==> config.mk <==
export PLATFORM = sky130hd
export DESIGN_NAME = aq_axi_lite_master
export DESIGN_NICKNAME = d
export VERILOG_FILES = /design/src/rtl/aq_axi_lite_pkg.sv /design/src/rtl/aq_axi_lite_wdog.sv /design/src/rtl/aq_axi_lite_master.sv
export SDC_FILE = /design/constraint.sdc
export NUM_CORES = 1
export LEC_CHECK = 0
export CAP_MARGIN = 20
export CORE_MARGIN = 1.5
export CORE_UTILIZATION = 44
export CTS_CLUSTER_SIZE = 25
export DETAILED_ROUTE_END_ITERATION = 12
export GPL_ROUTABILITY_DRIVEN = 0
export GPL_TIMING_DRIVEN = 0
export PLACE_DENSITY = 0.83
export SLEW_MARGIN = 40
export SYNTH_ARGS = -nofsm -noshare
export SYNTH_HDL_FRONTEND = slang
export SYNTH_SLANG_ARGS = --single-unit
==> constraint.sdc <==
create_clock -name ACLK -period 2.9 [get_ports ACLK]
set_clock_uncertainty 0.15 [all_clocks]
set_input_delay 0.58 -clock ACLK [delete_from_list [all_inputs] [get_ports ACLK]]
set_output_delay 0.58 -clock ACLK [all_outputs]
set_load 0.03 [all_outputs]
==> src/rtl/aq_axi_lite_pkg.sv <==
`default_nettype none
// ============================================================================
//  Module      : aq_axi_lite_pkg
//  Description : Shared AXI4-Lite response codes, attribute defaults and the
//                state encoding of the aq_axi_lite_master initiator.
//  Revision    : 1.0 - initial release
// ============================================================================
package aq_axi_lite_pkg;

    localparam logic [1:0] OKAY   = 2'b00;
    localparam logic [1:0] EXOKAY = 2'b01;
    localparam logic [1:0] SLVERR = 2'b10;
    localparam logic [1:0] DECERR = 2'b11;

    localparam logic [3:0] AXCACHE_DEFAULT = 4'b0011;
    localparam logic [2:0] AXPROT_DEFAULT  = 3'b000;

    typedef logic [2:0] state_t;

    localparam state_t S_IDLE = 3'd0;
    localparam state_t S_WR   = 3'd1;
    localparam state_t S_WB   = 3'd2;
    localparam state_t S_RA   = 3'd3;
    localparam state_t S_RD   = 3'd4;
    localparam state_t S_RSP  = 3'd5;

endpackage
`default_nettype wire

==> src/rtl/aq_axi_lite_wdog.sv <==
`default_nettype none
// ============================================================================
//  Module      : aq_axi_lite_wdog
//  Description : Saturating stall counter with a sticky timeout flag for the
//                AXI4-Lite initiator. A limit of 0 disables it.
//  Revision    : 1.0 - initial release
// ============================================================================
module aq_axi_lite_wdog #(
    parameter int TIMEOUT_CYCLES = 1024
) (
    input  logic clk,
    input  logic rst,
    input  logic i_busy,
    input  logic i_clear,
    input  logic i_accept,
    output logic o_timeout
);

    generate
        if (TIMEOUT_CYCLES > 0) begin : g_wdog_on
            localparam int c_cnt_w = $clog2(TIMEOUT_CYCLES + 1);
            localparam logic [c_cnt_w-1:0] c_limit = c_cnt_w'(TIMEOUT_CYCLES);

            logic [c_cnt_w-1:0] r_cnt;
            logic [c_cnt_w-1:0] w_cnt_next;
            logic               r_flag;

            // Clear wins over increment; the count parks at the limit.
            always_comb begin
                w_cnt_next = r_cnt;
                if (i_clear) begin
                    w_cnt_next = '0;
                end else if (i_busy && (r_cnt != c_limit)) begin
                    w_cnt_next = r_cnt + 1'b1;
                end
            end

            always_ff @(posedge clk) begin
                if (rst) begin
                    r_cnt  <= '0;
                    r_flag <= 1'b0;
                end else begin
                    r_cnt <= w_cnt_next;
                    if (i_accept) begin
                        r_flag <= 1'b0;
                    end else if (w_cnt_next == c_limit) begin
                        r_flag <= 1'b1;
                    end
                end
            end

            assign o_timeout = r_flag;
        end else begin : g_wdog_off
            logic w_unused;
            assign w_unused  = &{1'b0, clk, rst, i_busy, i_clear, i_accept};
            assign o_timeout = 1'b0;
        end
    endgenerate

endmodule
`default_nettype wire

==> src/rtl/aq_axi_lite_master.sv <==
`default_nettype none
// ============================================================================
//  Module      : aq_axi_lite_master
//  Description : Single-outstanding AXI4-Lite initiator driven by a local
//                command/response interface; all outputs registered.
//  Revision    : 1.0 - initial release
// ============================================================================
module aq_axi_lite_master
    import aq_axi_lite_pkg::*;
#(
    parameter int ADDR_WIDTH     = 16,
    parameter int TIMEOUT_CYCLES = 1024
) (
    input  logic                  ACLK,
    input  logic                  RST,

    input  logic                  CMD_VALID,
    output logic                  CMD_READY,
    input  logic                  CMD_WRITE,
    input  logic [ADDR_WIDTH-1:0] CMD_ADDR,
    input  logic [31:0]           CMD_WDATA,
    input  logic [3:0]            CMD_WSTRB,

    output logic                  RSP_VALID,
    input  logic                  RSP_READY,
    output logic [31:0]           RSP_RDATA,
    output logic [1:0]            RSP_RESP,
    output logic                  RSP_WRITE,
    output logic                  TIMEOUT,

    output logic [ADDR_WIDTH-1:0] M_AXI_AWADDR,
    output logic [3:0]            M_AXI_AWCACHE,
    output logic [2:0]            M_AXI_AWPROT,
    output logic                  M_AXI_AWVALID,
    input  logic                  M_AXI_AWREADY,

    output logic [31:0]           M_AXI_WDATA,
    output logic [3:0]            M_AXI_WSTRB,
    output logic                  M_AXI_WVALID,
    input  logic                  M_AXI_WREADY,

    input  logic                  M_AXI_BVALID,
    output logic                  M_AXI_BREADY,
    input  logic [1:0]            M_AXI_BRESP,

    output logic [ADDR_WIDTH-1:0] M_AXI_ARADDR,
    output logic [3:0]            M_AXI_ARCACHE,
    output logic [2:0]            M_AXI_ARPROT,
    output logic                  M_AXI_ARVALID,
    input  logic                  M_AXI_ARREADY,

    input  logic [31:0]           M_AXI_RDATA,
    input  logic [1:0]            M_AXI_RRESP,
    input  logic                  M_AXI_RVALID,
    output logic                  M_AXI_RREADY
);

    state_t                r_state;
    logic                  r_cmd_ready;
    logic                  r_rsp_valid;
    logic [31:0]           r_rsp_rdata;
    logic [1:0]            r_rsp_resp;
    logic                  r_rsp_write;
    logic [ADDR_WIDTH-1:0] r_addr;
    logic [31:0]           r_wdata;
    logic [3:0]            r_wstrb;
    logic                  r_awvalid;
    logic                  r_wvalid;
    logic                  r_bready;
    logic                  r_arvalid;
    logic                  r_rready;

    logic w_accept;
    logic w_aw_done;
    logic w_w_done;
    logic w_handshake;
    logic w_busy;

    assign w_accept  = (r_state == S_IDLE) && CMD_VALID && r_cmd_ready;

    // A write channel counts as done once it has handshaken or does so now.
    assign w_aw_done = !r_awvalid || M_AXI_AWREADY;
    assign w_w_done  = !r_wvalid  || M_AXI_WREADY;

    assign w_handshake = (r_awvalid && M_AXI_AWREADY) || (r_wvalid  && M_AXI_WREADY) ||
                         (r_bready  && M_AXI_BVALID)  || (r_arvalid && M_AXI_ARREADY) ||
                         (r_rready  && M_AXI_RVALID);

    assign w_busy = (r_state == S_WR) || (r_state == S_WB) ||
                    (r_state == S_RA) || (r_state == S_RD);

    always_ff @(posedge ACLK) begin
        if (RST) begin
            r_state     <= S_IDLE;
            r_cmd_ready <= 1'b1;
            r_rsp_valid <= 1'b0;
            r_rsp_rdata <= '0;
            r_rsp_resp  <= OKAY;
            r_rsp_write <= 1'b0;
            r_addr      <= '0;
            r_wdata     <= '0;
            r_wstrb     <= '0;
            r_awvalid   <= 1'b0;
            r_wvalid    <= 1'b0;
            r_bready    <= 1'b0;
            r_arvalid   <= 1'b0;
            r_rready    <= 1'b0;
        end else begin
            case (r_state)
                S_IDLE: begin
                    if (w_accept) begin
                        r_addr      <= CMD_ADDR;
                        r_wdata     <= CMD_WDATA;
                        r_wstrb     <= CMD_WSTRB;
                        r_cmd_ready <= 1'b0;
                        if (CMD_WRITE) begin
                            r_awvalid <= 1'b1;
                            r_wvalid  <= 1'b1;
                            r_state   <= S_WR;
                        end else begin
                            r_arvalid <= 1'b1;
                            r_state   <= S_RA;
                        end
                    end
                end
                S_WR: begin
                    if (r_awvalid && M_AXI_AWREADY) begin
                        r_awvalid <= 1'b0;
                    end
                    if (r_wvalid && M_AXI_WREADY) begin
                        r_wvalid <= 1'b0;
                    end
                    if (w_aw_done && w_w_done) begin
                        r_bready <= 1'b1;
                        r_state  <= S_WB;
                    end
                end
                S_WB: begin
                    if (M_AXI_BVALID) begin
                        r_bready    <= 1'b0;
                        r_rsp_rdata <= '0;
                        r_rsp_resp  <= M_AXI_BRESP;
                        r_rsp_write <= 1'b1;
                        r_rsp_valid <= 1'b1;
                        r_state     <= S_RSP;
                    end
                end
                S_RA: begin
                    if (M_AXI_ARREADY) begin
                        r_arvalid <= 1'b0;
                        r_rready  <= 1'b1;
                        r_state   <= S_RD;
                    end
                end
                S_RD: begin
                    if (M_AXI_RVALID) begin
                        r_rready    <= 1'b0;
                        r_rsp_rdata <= M_AXI_RDATA;
                        r_rsp_resp  <= M_AXI_RRESP;
                        r_rsp_write <= 1'b0;
                        r_rsp_valid <= 1'b1;
                        r_state     <= S_RSP;
                    end
                end
                S_RSP: begin
                    if (RSP_READY) begin
                        r_rsp_valid <= 1'b0;
                        r_cmd_ready <= 1'b1;
                        r_state     <= S_IDLE;
                    end
                end
                default: begin
                    r_state     <= S_IDLE;
                    r_cmd_ready <= 1'b1;
                end
            endcase
        end
    end

    aq_axi_lite_wdog #(
        .TIMEOUT_CYCLES (TIMEOUT_CYCLES)
    ) u_wdog (
        .clk       (ACLK),
        .rst       (RST),
        .i_busy    (w_busy),
        .i_clear   (w_handshake || w_accept),
        .i_accept  (w_accept),
        .o_timeout (TIMEOUT)
    );

    assign CMD_READY     = r_cmd_ready;
    assign RSP_VALID     = r_rsp_valid;
    assign RSP_RDATA     = r_rsp_rdata;
    assign RSP_RESP      = r_rsp_resp;
    assign RSP_WRITE     = r_rsp_write;

    assign M_AXI_AWADDR  = r_addr;
    assign M_AXI_AWCACHE = AXCACHE_DEFAULT;
    assign M_AXI_AWPROT  = AXPROT_DEFAULT;
    assign M_AXI_AWVALID = r_awvalid;
    assign M_AXI_WDATA   = r_wdata;
    assign M_AXI_WSTRB   = r_wstrb;
    assign M_AXI_WVALID  = r_wvalid;
    assign M_AXI_BREADY  = r_bready;
    assign M_AXI_ARADDR  = r_addr;
    assign M_AXI_ARCACHE = AXCACHE_DEFAULT;
    assign M_AXI_ARPROT  = AXPROT_DEFAULT;
    assign M_AXI_ARVALID = r_arvalid;
    assign M_AXI_RREADY  = r_rready;

endmodule
`default_nettype wire

Word level (Yosys, flattened, before mapping):

Cells that the tools add are included.

* output and inout bits: 125
* input port bits: 98
* register bits: 109

* bitwise operators: 1
* muxes and demuxes: 40
* $add $sub $neg: 1
* eq/ne operators: 17
* reductions and logical operators: 40

Operators with widths (count)
* 32-bit two-way mux: 2
* 32-bit case mux with 2 select lines: 1
* 11-bit two-way mux: 2
* 3-bit two-way mux: 6
* 3-bit case mux with 6 select lines: 1
* 1-bit two-way mux: 16
* 4-bit AND reduction: 4
* 2-bit inequality test, second input constant: 7
* 1-bit case mux with 2 select lines: 6
* 3-bit AND reduction: 4
* 11-bit by 1-bit adder with 11-bit output, second input constant: 1
* 11-bit == test, second input constant: 1
* 11-bit inequality test, second input constant: 1
* 1-bit logical OR: 10
* 2-bit nonzero test: 5
* 1-bit logical AND: 9
* 3-bit by 2-bit == test with 1-bit output, second input constant: 2
* 3-bit == test, second input constant: 2
* 2-bit two-way mux: 3
* 2-bit by 1-bit inequality test with 1-bit output, second input constant: 3
* 1-bit case mux with 3 select lines: 2
* 6-bit AND reduction: 1
* 2-bit case mux with 2 select lines: 1
* 4-bit OR reduction: 1
* 7 further kinds: 8

Longest topological paths before layout:

* depth in word-level cells: 8
* depth in mapped cells: 7

By module:

A second synthesis with hierarchy kept.

* cells, all modules: 534
* area, all modules: 4623.2 µm²

Modules (own cells, without submodules)
* aq_axi_lite_master: times used 1, cells an instance 451, sequential area each 1941.9 µm², area each 3923.8 µm²
* aq_axi_lite_wdog: times used 1, cells an instance 83, sequential area each 240.2 µm², area each 699.4 µm²

Worst setup path after synthesis:

No wires, ideal clock.

* path type: flip-flop to flip-flop
* from: reg u_wdog.g_wdog_on.r_cnt[0]
* to: reg u_wdog.g_wdog_on.r_flag (netlist: u_wdog.o_timeout)
* arrival: 1.672 ns
* setup slack: 0.994 ns
* required time: 2.666 ns
* stages on the path, launching flop included: 8
* cells stage by stage: dfxtp_1 > inv_1 > ha_1 > nor4b_4 > nand4b_1 > a211o_1 > a221o_1 > o31ai_2

* longest elaborated chain between the ends: 5
* elaborated cells between the ends (all ways): 6
* classes of those cells: add/sub: 1; eq/ne: 2; mux: 2; reduce/logical: 1

RTL lines
* start: declaration: line aq_axi_lite_wdog.sv:24 `logic [c_cnt_w-1:0] r_cnt;`
* start signal: assignment: line aq_axi_lite_wdog.sv:43 `r_cnt <= w_cnt_next;`
* branches (longest 2 deep; another with 11-bit by 1-bit adder with 11-bit output)
* 11-bit two-way mux (*): line aq_axi_lite_wdog.sv:33 `end else if (i_busy && (r_cnt != c_limit)) begin`
* 11-bit two-way mux (*): line aq_axi_lite_wdog.sv:31 `if (i_clear) begin`
* 11-bit == test (*): line aq_axi_lite_wdog.sv:46 `end else if (w_cnt_next == c_limit) begin`
* end signal: assignment: line aq_axi_lite_wdog.sv:41 `r_flag <= 1'b0;`
* end signal: assignment: line aq_axi_lite_wdog.sv:45 `r_flag <= 1'b0;`
* end signal: assignment: line aq_axi_lite_wdog.sv:47 `r_flag <= 1'b1;`
* end: declaration: line aq_axi_lite_wdog.sv:26 `logic r_flag;`

Every way passes the cells marked *.
A chain may end at the register's enable or synchronous reset.

Final worst setup path:

* from: reg r_state[0]
* to: reg u_wdog.g_wdog_on.r_cnt[8]

* longest elaborated chain between the ends: 7
* elaborated cells between the ends (all ways): 14
* classes of those cells: eq/ne: 4; mux: 2; reduce/logical: 8

RTL lines
* start: declaration: line aq_axi_lite_master.sv:58 `state_t r_state;`
* start signal: assignment: line aq_axi_lite_master.sv:94 `r_state <= S_IDLE;`
* start signal: assignment: line aq_axi_lite_master.sv:119 `r_state <= S_WR;`
* start signal: assignment: line aq_axi_lite_master.sv:122 `r_state <= S_RA;`
* 3-bit by 1-bit == test with 1-bit output or 3-bit by 2-bit == test with 1-bit output (tied branches): line aq_axi_lite_master.sv:89 `assign w_busy = (r_state == S_WR) || (r_state == S_WB) ||`
* 1-bit logical OR (2 in a row): line aq_axi_lite_master.sv:89
* 1-bit logical OR: line aq_axi_lite_master.sv:90 `(r_state == S_RA) || (r_state == S_RD);`
* 1-bit logical AND: line aq_axi_lite_wdog.sv:33
* 11-bit two-way mux: line aq_axi_lite_wdog.sv:33
* 11-bit two-way mux (*): line aq_axi_lite_wdog.sv:31

Mark *: on every way between the ends. The rest lies on a longest branch, timed or not.

==> run_results.csv <==
group,metric,value,unit
run_status,status,"finished clean",
yosys,syn_avg_cell_area,7.95,sq um
setup_path,critPathKind,"reg -> reg",
route,drc,0,
setup_path,cp_max_fo,10,
yosys,synth-seq-cells,109,
setup_path,crit_arrival,2.37,ns
route,ant_nets,0,
cts,clk_pin_slew_worst_paths,0.09,ns
sta,hold_ws,0.307,ns
grt,grt_pass1_wl,22.6,mm
grt,grt-ovfl-total,0,
pwr,combPwrFrac,46.9,%
pwr,p_switching,2140,uW
yosys,synth_edf_count,0,
sta,hold_viol,0,
die,die_w,105,microns
grt,grt_max_degree,18,
route,vias,4855,
route,drtIter0Drc,211,
sta,rsz0062_at_grt,"no",
finish,area_growth,53.6,%
sta,fmaxAchievable,0.433,GHz
finish,fin_nets,911,
cts,clock_sinks,109,
setup_path,crit_path_cell_trace,"buf_4 -> nor3_4 -> nand3_1 -> nand4b_1 -> clkbuf_1 -> nor2_1",
yosys,synth_top_area_share,47.3,%
sta,slew_headroom,58.8,%
placement,numPortBuffers,207,
yosys,synth.yosys.seq_area_share,47.3,%
placement,dp_hpwl,11.0,mm
cts,insertion_delay,0.35,ns
cts,cts-resized-gates,0,
die,placementRows,37,
die,die_area,11100,sq um
setup_path,cpMaxStageDelayCell,"nand3_1",
yosys,synth_area,4620,sq um
finish,layout-drive-gt1-share,8.34,%
route,routedWlPerCell,14.8,microns
pwr,p_int,3090,uW
sta,finalCritPeriodShare,79.6,%
cts,cts_setup_buffers,0,
die,start_util,45.1,%
cts,cts-hold-fix-buffers,0,
cts,cts_tree,"built",
route,first_pass_iters,4,
setup_path,end_kind,"flop",
die,fp.dieH,105,microns
pwr,clkPwrFrac,17.0,%
sta,setup_violations,0,
grt,first_global_vias,4697,
setup_path,max_stage_delay,0.41,ns
cts,cts.htree.levels,3,
setup_path,cp.required,2.96,ns
pwr,irDropWorstVdd,0.000374,V
route,via_per_inst,5.11,
cts,numCtsBuffers,9,
sta,slew_viol_final,0,
finish,fillCellCount,832,
yosys,yosys.area.top_type,"dfxtp_1",
cts,clk_path_buf_depth,2,
yosys,ys_warn_count,0,
yosys,synthTopCellsByCount,"nand2_1, dfxtp_1, a21oi_1",
sta,finalSetupTns,0,ns
route,drt-total-wl,14.1,mm
finish,antenna_cells,0,
yosys,ys_top_cells_by_area,"dfxtp_1, nand2_1, a21oi_1, buf_4, nand3_1",
sta,worst_pin_slew,0.618,ns
setup_path,start_kind,"flop",
die,core_area,10200,sq um
yosys,synthCells,581,
pwr,sw_frac_of_total,40.8,%
pwr,powerDensity,737,nW/um^2
cts,cts_root_buf,"clkbuf_8",
die,io_pins,223,
yosys,synthArstFlopShare,0,%
yosys,ys_types,53,
min_path,hp-class,"reg -> reg",
grt,antenna_found_initial,0,
pwr,pwr-share-seq,36.1,%
sta,period_needed,2.31,ns
grt,grt_usage,24.9,%
yosys,synth-main-ff-cell,"dfxtp_1",
pwr,power_leakage,0.00258,uW
flow_run,cap_viol_max_count,0,
yosys,synth.most_common_cell,"nand2_1",
placed cells by master (no fill, tap or decap), drive strengths merged, types with 3 or more instances in the layout:
| cell | synthesis | routed |
|---|---|---|
| o21ai | 9 | 9 |
| clkbuf | 19 | 29 |
| nor2 | 22 | 22 |
| dfxtp | 109 | 109 |
| nand4b | 4 | 4 |
| a31oi | 3 | 3 |
| nor3 | 5 | 5 |
| buf | 49 | 49 |
| nor2b | 3 | 3 |
| mux2i | 5 | 5 |
| a211oi | 3 | 3 |
| inv | 7 | 8 |
| nand2 | 148 | 148 |
| xnor2 | 3 | 3 |
| clkdlybuf4s50 | 0 | 207 |
| a21oi | 100 | 100 |
| conb | 2 | 14 |
| nand4 | 3 | 3 |
| o31ai | 3 | 3 |
| xor2 | 6 | 6 |
| nand2b | 3 | 3 |
| clkinvlp | 0 | 3 |
| nand3 | 44 | 44 |
critical path, delay by kind of cell (launching register included):
kind | cells | cell delay [ns]
buf+inv | 2 | 0.58
flops | 1 | 0.32
simple gates | 4 | 1.14
flip-flops by register name, indices dropped and copies added, names as in the netlist:
register	flops
M_AXI_ARADDR	16
M_AXI_WVALID	1
RSP_RESP	2
u_wdog.o_timeout	1
M_AXI_AWVALID	1
RSP_VALID	1
M_AXI_WDATA	32
RSP_RDATA	32
r_state	3
M_AXI_ARVALID	1
RSP_WRITE	1
M_AXI_BREADY	1
u_wdog.g_wdog_on.r_cnt	11
CMD_READY	1
M_AXI_RREADY	1
M_AXI_WSTRB	4
routing by layer:
| metal | part of all wire [%] | global-route usage [%] | up-vias |
|---|---|---|---|
| met3 | 7.9 | 6.18 | 22 |
| li1 | - | - | 2378 |
| met5 | 0 | 0 | - |
| met4 | 2.0 | 7.53 | 0 |
| met2 | 51 | 45.4 | 206 |
| met1 | 39 | 28.5 | 2249 |
metrics by stage:
stage | cell area [sq um] | setup WS, ns | power, uW | util (%) | std cells
floorplan | 4660 | 0.994 | 3440 | - | 593
global placement | 6910 | 0.400 | 4290 | 67.5 | 936
detailed placement | 6910 | 0.380 | 4360 | 67.5 | 936
CTS | 7090 | 0.606 | 5250 | 69.3 | 951
global route | 7090 | 0.390 | 5530 | 69.3 | 951
finish | 7090 | 0.592 | 5230 | 69.3 | 951
final timing paths:
| path | start | endpoint | slack (ns) | cells after the start |
|---|---|---|---|---|
| worst max-delay path | r_state[0] | u_wdog.g_wdog_on.r_cnt[8] | 0.59 | 6 |
| worst min-delay path | M_AXI_WSTRB[3] | M_AXI_WSTRB[3] | 0.31 | 2 |
| worst max register to register | r_state[0] | u_wdog.g_wdog_on.r_cnt[8] | 0.59 | 6 |
| worst min register to register | M_AXI_WSTRB[3] | M_AXI_WSTRB[3] | 0.31 | 2 |
logic make-up after synthesis:
| logic type | count (synthesis) | share of synthesized area [%] |
|---|---|---|
| and+or+nand+nor | 244 | 23.5 |
| AOI/OAI and AO/OA | 135 | 16.6 |
| DFF | 109 | 47.3 |
| buffers and inverters | 75 | 9.16 |
| xor gates and xnor gates | 9 | 1.71 |
| muxes | 5 | 1.08 |
| adders and majority gates | 2 | 0.542 |
| other | 2 | 0.163 |
final cells by class:
class                   count  area (sq um)  share of cell area [%]
clock buffers              10           128                    1.80
plain buffers              68           397                    5.59
well taps                 136           170                    2.40
inverters                   7          26.3                   0.370
flip-flops and latches    109          2180                    30.8
multi-input cells         409          2060                    29.0
repair buffers            207          2070                    29.2
clock inverters             5          61.3                   0.864
power by group through the flow:
stage          Sequential [uW]  Clock, uW  Combinational (uW)
2_1_floorplan             2260          0                1190
3_3_place_gp              1910          0                2390
3_5_place_dp              1920          0                2440
4_1_cts                   1890        914                2450
5_1_grt                   1910        970                2640
6_report                  1890        889                2450
Power figures use the tool's default switching activity.
